`src/rtl/apb_cfg_master.sv`:
```
// APB initiator: converts a req/gnt command port into single APB transfers,
// one outstanding, with an optional ACCESS-phase timeout.
module apb_cfg_master #(
    parameter int unsigned APB_ADDR_WIDTH = 12,
    parameter int unsigned TIMEOUT_CYCLES = 16
) (
    input  logic                      HCLK,
    input  logic                      HRESET,
    input  logic                      req_i,
    input  logic                      we_i,
    input  logic [APB_ADDR_WIDTH-1:0] addr_i,
    input  logic [31:0]               wdata_i,
    output logic                      gnt_o,
    output logic                      rvalid_o,
    output logic [31:0]               rdata_o,
    output logic                      err_o,
    output logic                      timeout_o,
    output logic [APB_ADDR_WIDTH-1:0] PADDR,
    output logic [31:0]               PWDATA,
    output logic                      PWRITE,
    output logic                      PSEL,
    output logic                      PENABLE,
    input  logic [31:0]               PRDATA,
    input  logic                      PREADY,
    input  logic                      PSLVERR
);

    localparam int unsigned CNT_W   = (TIMEOUT_CYCLES != 0) ? $clog2(TIMEOUT_CYCLES + 1) : 1;
    localparam bit          TO_EN   = (TIMEOUT_CYCLES != 0);
    localparam logic [CNT_W-1:0] TO_LAST = CNT_W'(TIMEOUT_CYCLES - 1);

    typedef enum logic [1:0] {
        S_IDLE   = 2'd0,
        S_SETUP  = 2'd1,
        S_ACCESS = 2'd2
    } state_t;

    state_t                    r_state;
    state_t                    w_state_nxt;
    logic [CNT_W-1:0]          r_cnt;
    logic [CNT_W-1:0]          w_cnt_nxt;
    logic [APB_ADDR_WIDTH-1:0] r_paddr;
    logic [APB_ADDR_WIDTH-1:0] w_paddr_nxt;
    logic [31:0]               r_pwdata;
    logic [31:0]               w_pwdata_nxt;
    logic                      r_pwrite;
    logic                      w_pwrite_nxt;
    logic                      r_psel;
    logic                      r_penable;
    logic                      r_rvalid;
    logic                      w_rvalid_nxt;
    logic                      r_err;
    logic                      w_err_nxt;
    logic                      r_timeout;
    logic                      w_timeout_nxt;
    logic [31:0]               r_rdata;
    logic [31:0]               w_rdata_nxt;

    assign gnt_o = req_i && (r_state == S_IDLE);

    // State and all registered outputs; async reset aborts any transfer silently.
    always_ff @(posedge HCLK or posedge HRESET) begin
        if (HRESET) begin
            r_state   <= S_IDLE;
            r_cnt     <= '0;
            r_paddr   <= '0;
            r_pwdata  <= '0;
            r_pwrite  <= 1'b0;
            r_psel    <= 1'b0;
            r_penable <= 1'b0;
            r_rvalid  <= 1'b0;
            r_err     <= 1'b0;
            r_timeout <= 1'b0;
            r_rdata   <= '0;
        end else begin
            r_state   <= w_state_nxt;
            r_cnt     <= w_cnt_nxt;
            r_paddr   <= w_paddr_nxt;
            r_pwdata  <= w_pwdata_nxt;
            r_pwrite  <= w_pwrite_nxt;
            r_psel    <= (w_state_nxt != S_IDLE);
            r_penable <= (w_state_nxt == S_ACCESS);
            r_rvalid  <= w_rvalid_nxt;
            r_err     <= w_err_nxt;
            r_timeout <= w_timeout_nxt;
            r_rdata   <= w_rdata_nxt;
        end
    end

    // Next-state and next-output decode.
    always_comb begin
        w_state_nxt   = r_state;
        w_cnt_nxt     = r_cnt;
        w_paddr_nxt   = r_paddr;
        w_pwdata_nxt  = r_pwdata;
        w_pwrite_nxt  = r_pwrite;
        w_rvalid_nxt  = 1'b0;
        w_err_nxt     = 1'b0;
        w_timeout_nxt = 1'b0;
        w_rdata_nxt   = r_rdata;

        case (r_state)
            S_IDLE: begin
                if (req_i) begin
                    w_paddr_nxt  = addr_i;
                    w_pwdata_nxt = wdata_i;
                    w_pwrite_nxt = we_i;
                    w_cnt_nxt    = '0;
                    w_state_nxt  = S_SETUP;
                end
            end
            S_SETUP: begin
                w_state_nxt = S_ACCESS;
            end
            S_ACCESS: begin
                if (PREADY) begin
                    w_state_nxt  = S_IDLE;
                    w_rvalid_nxt = 1'b1;
                    w_err_nxt    = PSLVERR;
                    w_rdata_nxt  = (!r_pwrite && !PSLVERR) ? PRDATA : 32'd0;
                end else if (TO_EN && (r_cnt == TO_LAST)) begin
                    w_state_nxt   = S_IDLE;
                    w_rvalid_nxt  = 1'b1;
                    w_err_nxt     = 1'b1;
                    w_timeout_nxt = 1'b1;
                    w_rdata_nxt   = 32'd0;
                end else if (r_cnt != '1) begin
                    w_cnt_nxt = r_cnt + CNT_W'(1);
                end
            end
            default: begin
                w_state_nxt = S_IDLE;
            end
        endcase
    end

    assign PADDR     = r_paddr;
    assign PWDATA    = r_pwdata;
    assign PWRITE    = r_pwrite;
    assign PSEL      = r_psel;
    assign PENABLE   = r_penable;
    assign rvalid_o  = r_rvalid;
    assign err_o     = r_err;
    assign timeout_o = r_timeout;
    assign rdata_o   = r_rdata;

endmodule

```
`config.mk`:
```
export PLATFORM = sky130hd
export DESIGN_NAME = apb_cfg_master
export DESIGN_NICKNAME = d
export VERILOG_FILES = /design/src/rtl/apb_cfg_master.sv
export SDC_FILE = /design/constraint.sdc
export NUM_CORES = 1
export LEC_CHECK = 0
export ABC_AREA = 1
export BUFFER_PORTS_ARGS = -buffer_cell sky130_fd_sc_hd__buf_4
export CORE_ASPECT_RATIO = 1.75
export CORE_MARGIN = 4
export CORE_UTILIZATION = 30
export CTS_CLUSTER_DIAMETER = 50
export DETAILED_ROUTE_END_ITERATION = 8
export HOLD_SLACK_MARGIN = 0.06
export PLACE_DENSITY = 0.52
export SLEW_MARGIN = 0
export SYNTH_ARGS = -nofsm -noshare
export SYNTH_HDL_FRONTEND = slang
export SYNTH_SLANG_ARGS = --single-unit
```
`constraint.sdc`:
```
create_clock -name HCLK -period 3.5 [get_ports HCLK]
set_input_delay 0.175 -clock HCLK [delete_from_list [all_inputs] [get_ports HCLK]]
set_output_delay 0.175 -clock HCLK [all_outputs]
set_load 0.03 [all_outputs]
```
# Word-level counts from Yosys, hierarchy flattened
# Index checks and enable logic that the tools add are counted.
[classes]
addsub = 1
mux = 19
n_reduce_logical = 11
eq_ne = 9
[op_table]
columns = ["cell", "n"]
rows = [
  ["$mux W32", 3],
  ["$mux W5", 4],
  ["$pmux W5 S2", 1],
  ["$ne A2 B2 Y1 const B", 4],
  ["$mux W1", 7],
  ["$mux W2", 3],
  ["$pmux W2 S3", 1],
  ["$reduce_bool A2 Y1", 3],
  ["$add A5 B1 Y5 const B", 1],
  ["$eq A5 B4 Y1 const B", 1],
  ["$ne A5 B5 Y1 const B", 1],
  ["$reduce_and A5 Y1", 1],
  ["$eq A2 B2 Y1 const B", 2],
  ["$reduce_and A2 Y1", 2],
  ["$eq A2 B1 Y1 const B", 1],
  ["$logic_and A1 B1 Y1", 2],
  ["$logic_not A1 Y1", 2],
  ["$logic_not A2 Y1", 1],
]
[totals]
input_bits = 82
out_inout_bits = 83
wordCells = 51
ff_bits = 89

# Logic depth before layout (Yosys ltp)
[depth]
word_depth = 5
depth_mapped = 10
ltp_nobuf = 9

# Least setup slack after synthesis
# OpenSTA, ideal clock, no wires.
[synth_timing]
path_kind = "register to register"
start = "reg r_cnt[0]"
end = "reg r_rdata[1], in the netlist rdata_o[1]"
t_required_ns = 3.426
setup_slack_ns = 1.938
arrival_time_ns = 1.488
setup_ns = 0.074
n_path_buf = 1
path_stages_with_launch = 11
period_less_slack_ns = 1.562
cell_sequence = "dfrtp_1 > ha_1 > nand2_1 > nor2_1 > ha_1 > nor2_2 > nor2_2 > inv_4 > buf_6 > nand2_2 > o21ai_2"
[synth_between]
elab_chain_cells = 3
[synth_rtl]
columns = ["item", "line_no", "text"]
rows = [
  ["from (decl)", "40", "logic [CNT_W-1:0] r_cnt;"],
  ["from (signal assigned)", "77", "r_cnt <= w_cnt_nxt;"],
  ["$eq A5 B4 Y1", "121", "end else if (TO_EN && (r_cnt == TO_LAST)) begin"],
  ["$reduce_bool A2 Y1 (no line)", "--", ""],
  ["$reduce_and A2 Y1 (no line)", "--", ""],
  ["to (signal assigned)", "86", "r_rdata <= w_rdata_nxt;"],
  ["to (decl)", "56", "logic [31:0] r_rdata;"],
]
# Every way passes these cells.
# A chain may end at the register's enable or synchronous reset.

# Worst setup path in the final report
[layout_timing]
start = "reg r_state[1]"
end = "out gnt_o"
[layout_between]
elab_chain_cells = 2
[layout_rtl]
columns = ["item", "line_no", "text"]
rows = [
  ["from (decl)", "38", "state_t r_state;"],
  ["from (signal assigned)", "76", "r_state <= w_state_nxt;"],
  ["$logic_not A2 Y1", "59", "assign gnt_o = req_i && (r_state == S_IDLE);"],
  ["$logic_and A1 B1 Y1", "59", ""],
  ["to (decl)", "13", "output logic gnt_o,"],
]
# Every way passes these cells.

==> results.sh <==
export IMPL_status="complete, no violations"
export IMPL_layout_commonest_cell="nand2_1"
export IMPL_syn_instance_count=392
export IMPL_hold_violations=0
export IMPL_htree_levels=3
export IMPL_layout_drive_gt1_share=0.387
export IMPL_cts_clk_slew_worst_paths_ns=0.06
export IMPL_drt_iter0_markers=67
export IMPL_tns_ns=0
export IMPL_wl_um=10200
export IMPL_via_per_inst=4.33
export IMPL_port_buffers=164
export IMPL_critPathMaxFanout=48
export IMPL_seqCellArea_um2=2230
export IMPL_power_total_uw=5210
export IMPL_drv_slew=0
export IMPL_netlist_area_um2=3700
export IMPL_maxCapViolations=0
export IMPL_critPathRequiredTime_ns=3.32
export IMPL_crit_reg2reg_launch="r_cnt[0]$_DFFE_PP0P_"
export IMPL_via_count=3323
export IMPL_nNetsFinal=682
export IMPL_fp_dieW_um=91.9
export IMPL_cts_tree="built"
export IMPL_cts_resized=0
export IMPL_worst_pin_slew_ns=0.952
export IMPL_hpwl_um=7050
export IMPL_fp_dieArea_um2=14200
export IMPL_multi_input_area_um2=1290
export IMPL_grt_pass1_wl_um=17000
export IMPL_drtPass1Iterations=4
export IMPL_core_area_um2=12100
export IMPL_ir_drop_uv=400
export IMPL_pre_cts_slack_ns=1.68
export IMPL_relSlewSlack=0.364
export IMPL_holdPathEnd="timeout_o$_DFF_PP0_"
export IMPL_min_path_cells=4
export IMPL_ys_seq_area_frac=0.602
export IMPL_ys_ff_latch=89
export IMPL_ant_nets=0
export IMPL_final_cell_mix="nand2_1, buf_4, dfrtp_1"
export IMPL_setup_violations=0
export IMPL_rr_worst_depth=9
export IMPL_start_util=0.307
export IMPL_placed_area_um2=5020
export IMPL_clockBufferDepth=2
export IMPL_final_setup_worst_slack_ns=1.47
export IMPL_clock_skew_ns=0.00753
export IMPL_max_freq_mhz=492
export IMPL_worstSetupEndpointType="output pin"
export IMPL_finalCriticalPeriod_ns=2.03
export IMPL_cp_arrival_ns=1.86
export IMPL_synthesis_nets=477
export IMPL_power_density_nw_per_um2=899
export IMPL_wl_per_cell_um=13.2
export IMPL_worst_setup_path_type="reg -> out"
export IMPL_hold_class="in -> reg"
export IMPL_numClockSinks=89
export IMPL_track_usage=0.147
export IMPL_grt_pass1_vias=3433
export IMPL_synth_distinct_cells=22
export IMPL_num_fill_cells=1188
export IMPL_area_growth_pct=56.6
export IMPL_rsz0062_at_grt="no"
export IMPL_r2r_slack_ns=1.68
export IMPL_drc=0
export IMPL_postCtsSetupBuffers=0
export IMPL_min_from="PREADY"
export IMPL_die_height_um=155
export IMPL_r2r_end="rdata_o[13]$_DFFE_PP0P_"
export IMPL_post_route_period_util=0.581
export IMPL_final_area_um2=5790
export IMPL_antenna_cells=0
export IMPL_placementRows=53
export IMPL_gr_total_overflow=0
export IMPL_cp_start_kind="flop"
export IMPL_cts_buffers=9
export IMPL_place_gp_congestion=0.735
export IMPL_clk_latency_ns=0.33
export IMPL_postSynthAreaPerCell_um2=9.44
export IMPL_root_buffer="clkbuf_16"
export IMPL_pin_count=165
export IMPL_utilization=0.480
export IMPL_leakage_uw=0.00307
export IMPL_synth_warnings=0
export IMPL_grt_max_degree=51
export IMPL_antenna_found_initial=0
export IMPL_cts_hold_buf=46
## worst max-delay path: stages (launching register included)
cell and delay, ns:
dfrtp_1 0.42, nor2_1 0.15, nand2_2 0.07, inv_2 0.58, buf_4 0.29
## state kept, by name (all words and copies together), names as in the netlist
signal,count
rvalid_o,1
r_state,2
PSEL,1
PADDR,12
PWRITE,1
PENABLE,1
err_o,1
r_cnt,5
PWDATA,32
timeout_o,1
rdata_o,32
## power breakdown
group,switching (uW),internal [uW],total [uW]
sequential,255,1450,1710
clock,388,625,1010
combinational,1610,882,2490
## routing by layer
metal | vias up | routed length [um] | GRT usage
met4 | 0 | 182 | 0.0567
met5 | - | 0 | 0
met2 | 134 | 5150 | 0.255
met3 | 15 | 661 | 0.0373
met1 | 1555 | 4160 | 0.173
li1 | 1619 | - | -
## synth_stat cells (all sizes together)
cell type / n / share of area
inv: 11 / 0.012
nand3: 7 / 0.013
dfrtp: 89 / 0.60
nor2: 12 / 0.016
clkbuf: 5 / 0.0051
o21ai: 37 / 0.080
nand2: 212 / 0.23
or2: 1 / 0.0017
ha: 3 / 0.010
buf: 14 / 0.033
nor3b: 1 / 0.0020
## worst max path at each step
stage / from / end / slack (ns) / cells after the start
floorplan: HRESET / PADDR[0]$_DFFE_PP0P_ / 1.02 / 1
global route: r_state[1]$_DFF_PP0_ / gnt_o / 1.27 / 4
detailed placement: r_cnt[0]$_DFFE_PP0P_ / rdata_o[16]$_DFFE_PP0P_ / 1.68 / 9
finish: r_state[1]$_DFF_PP0_ / gnt_o / 1.47 / 4
CTS: r_state[1]$_DFF_PP0_ / gnt_o / 1.42 / 4
global placement: r_cnt[0]$_DFFE_PP0P_ / rdata_o[9]$_DFFE_PP0P_ / 1.73 / 9
## final cells by class
type                       instances  share of cell area
sequential                        89               0.384
timing repair buffer             213               0.296
multi-input combinational        273               0.222
clock buffer                      11              0.0402
tap                              165              0.0356
clock inverter                     5              0.0138
inverter                          11             0.00778
## per-stage QoR
step	cells	hold WS [ns]
finish	767	0.0905
global route	767	0.0904
CTS	767	0.0740
detailed placement	705	0.373
global placement	705	0.369
floorplan	392	0.285
## cells by family after synthesis
| group | Yosys count | share of synthesized area |
|---|---|---|
| fa+ha+maj | 3 | 0.0101 |
| flops | 89 | 0.602 |
| compound gates | 37 | 0.0805 |
| buf+inv | 30 | 0.0501 |
| simple gates | 233 | 0.257 |
(Power assumes the default switching activity.)
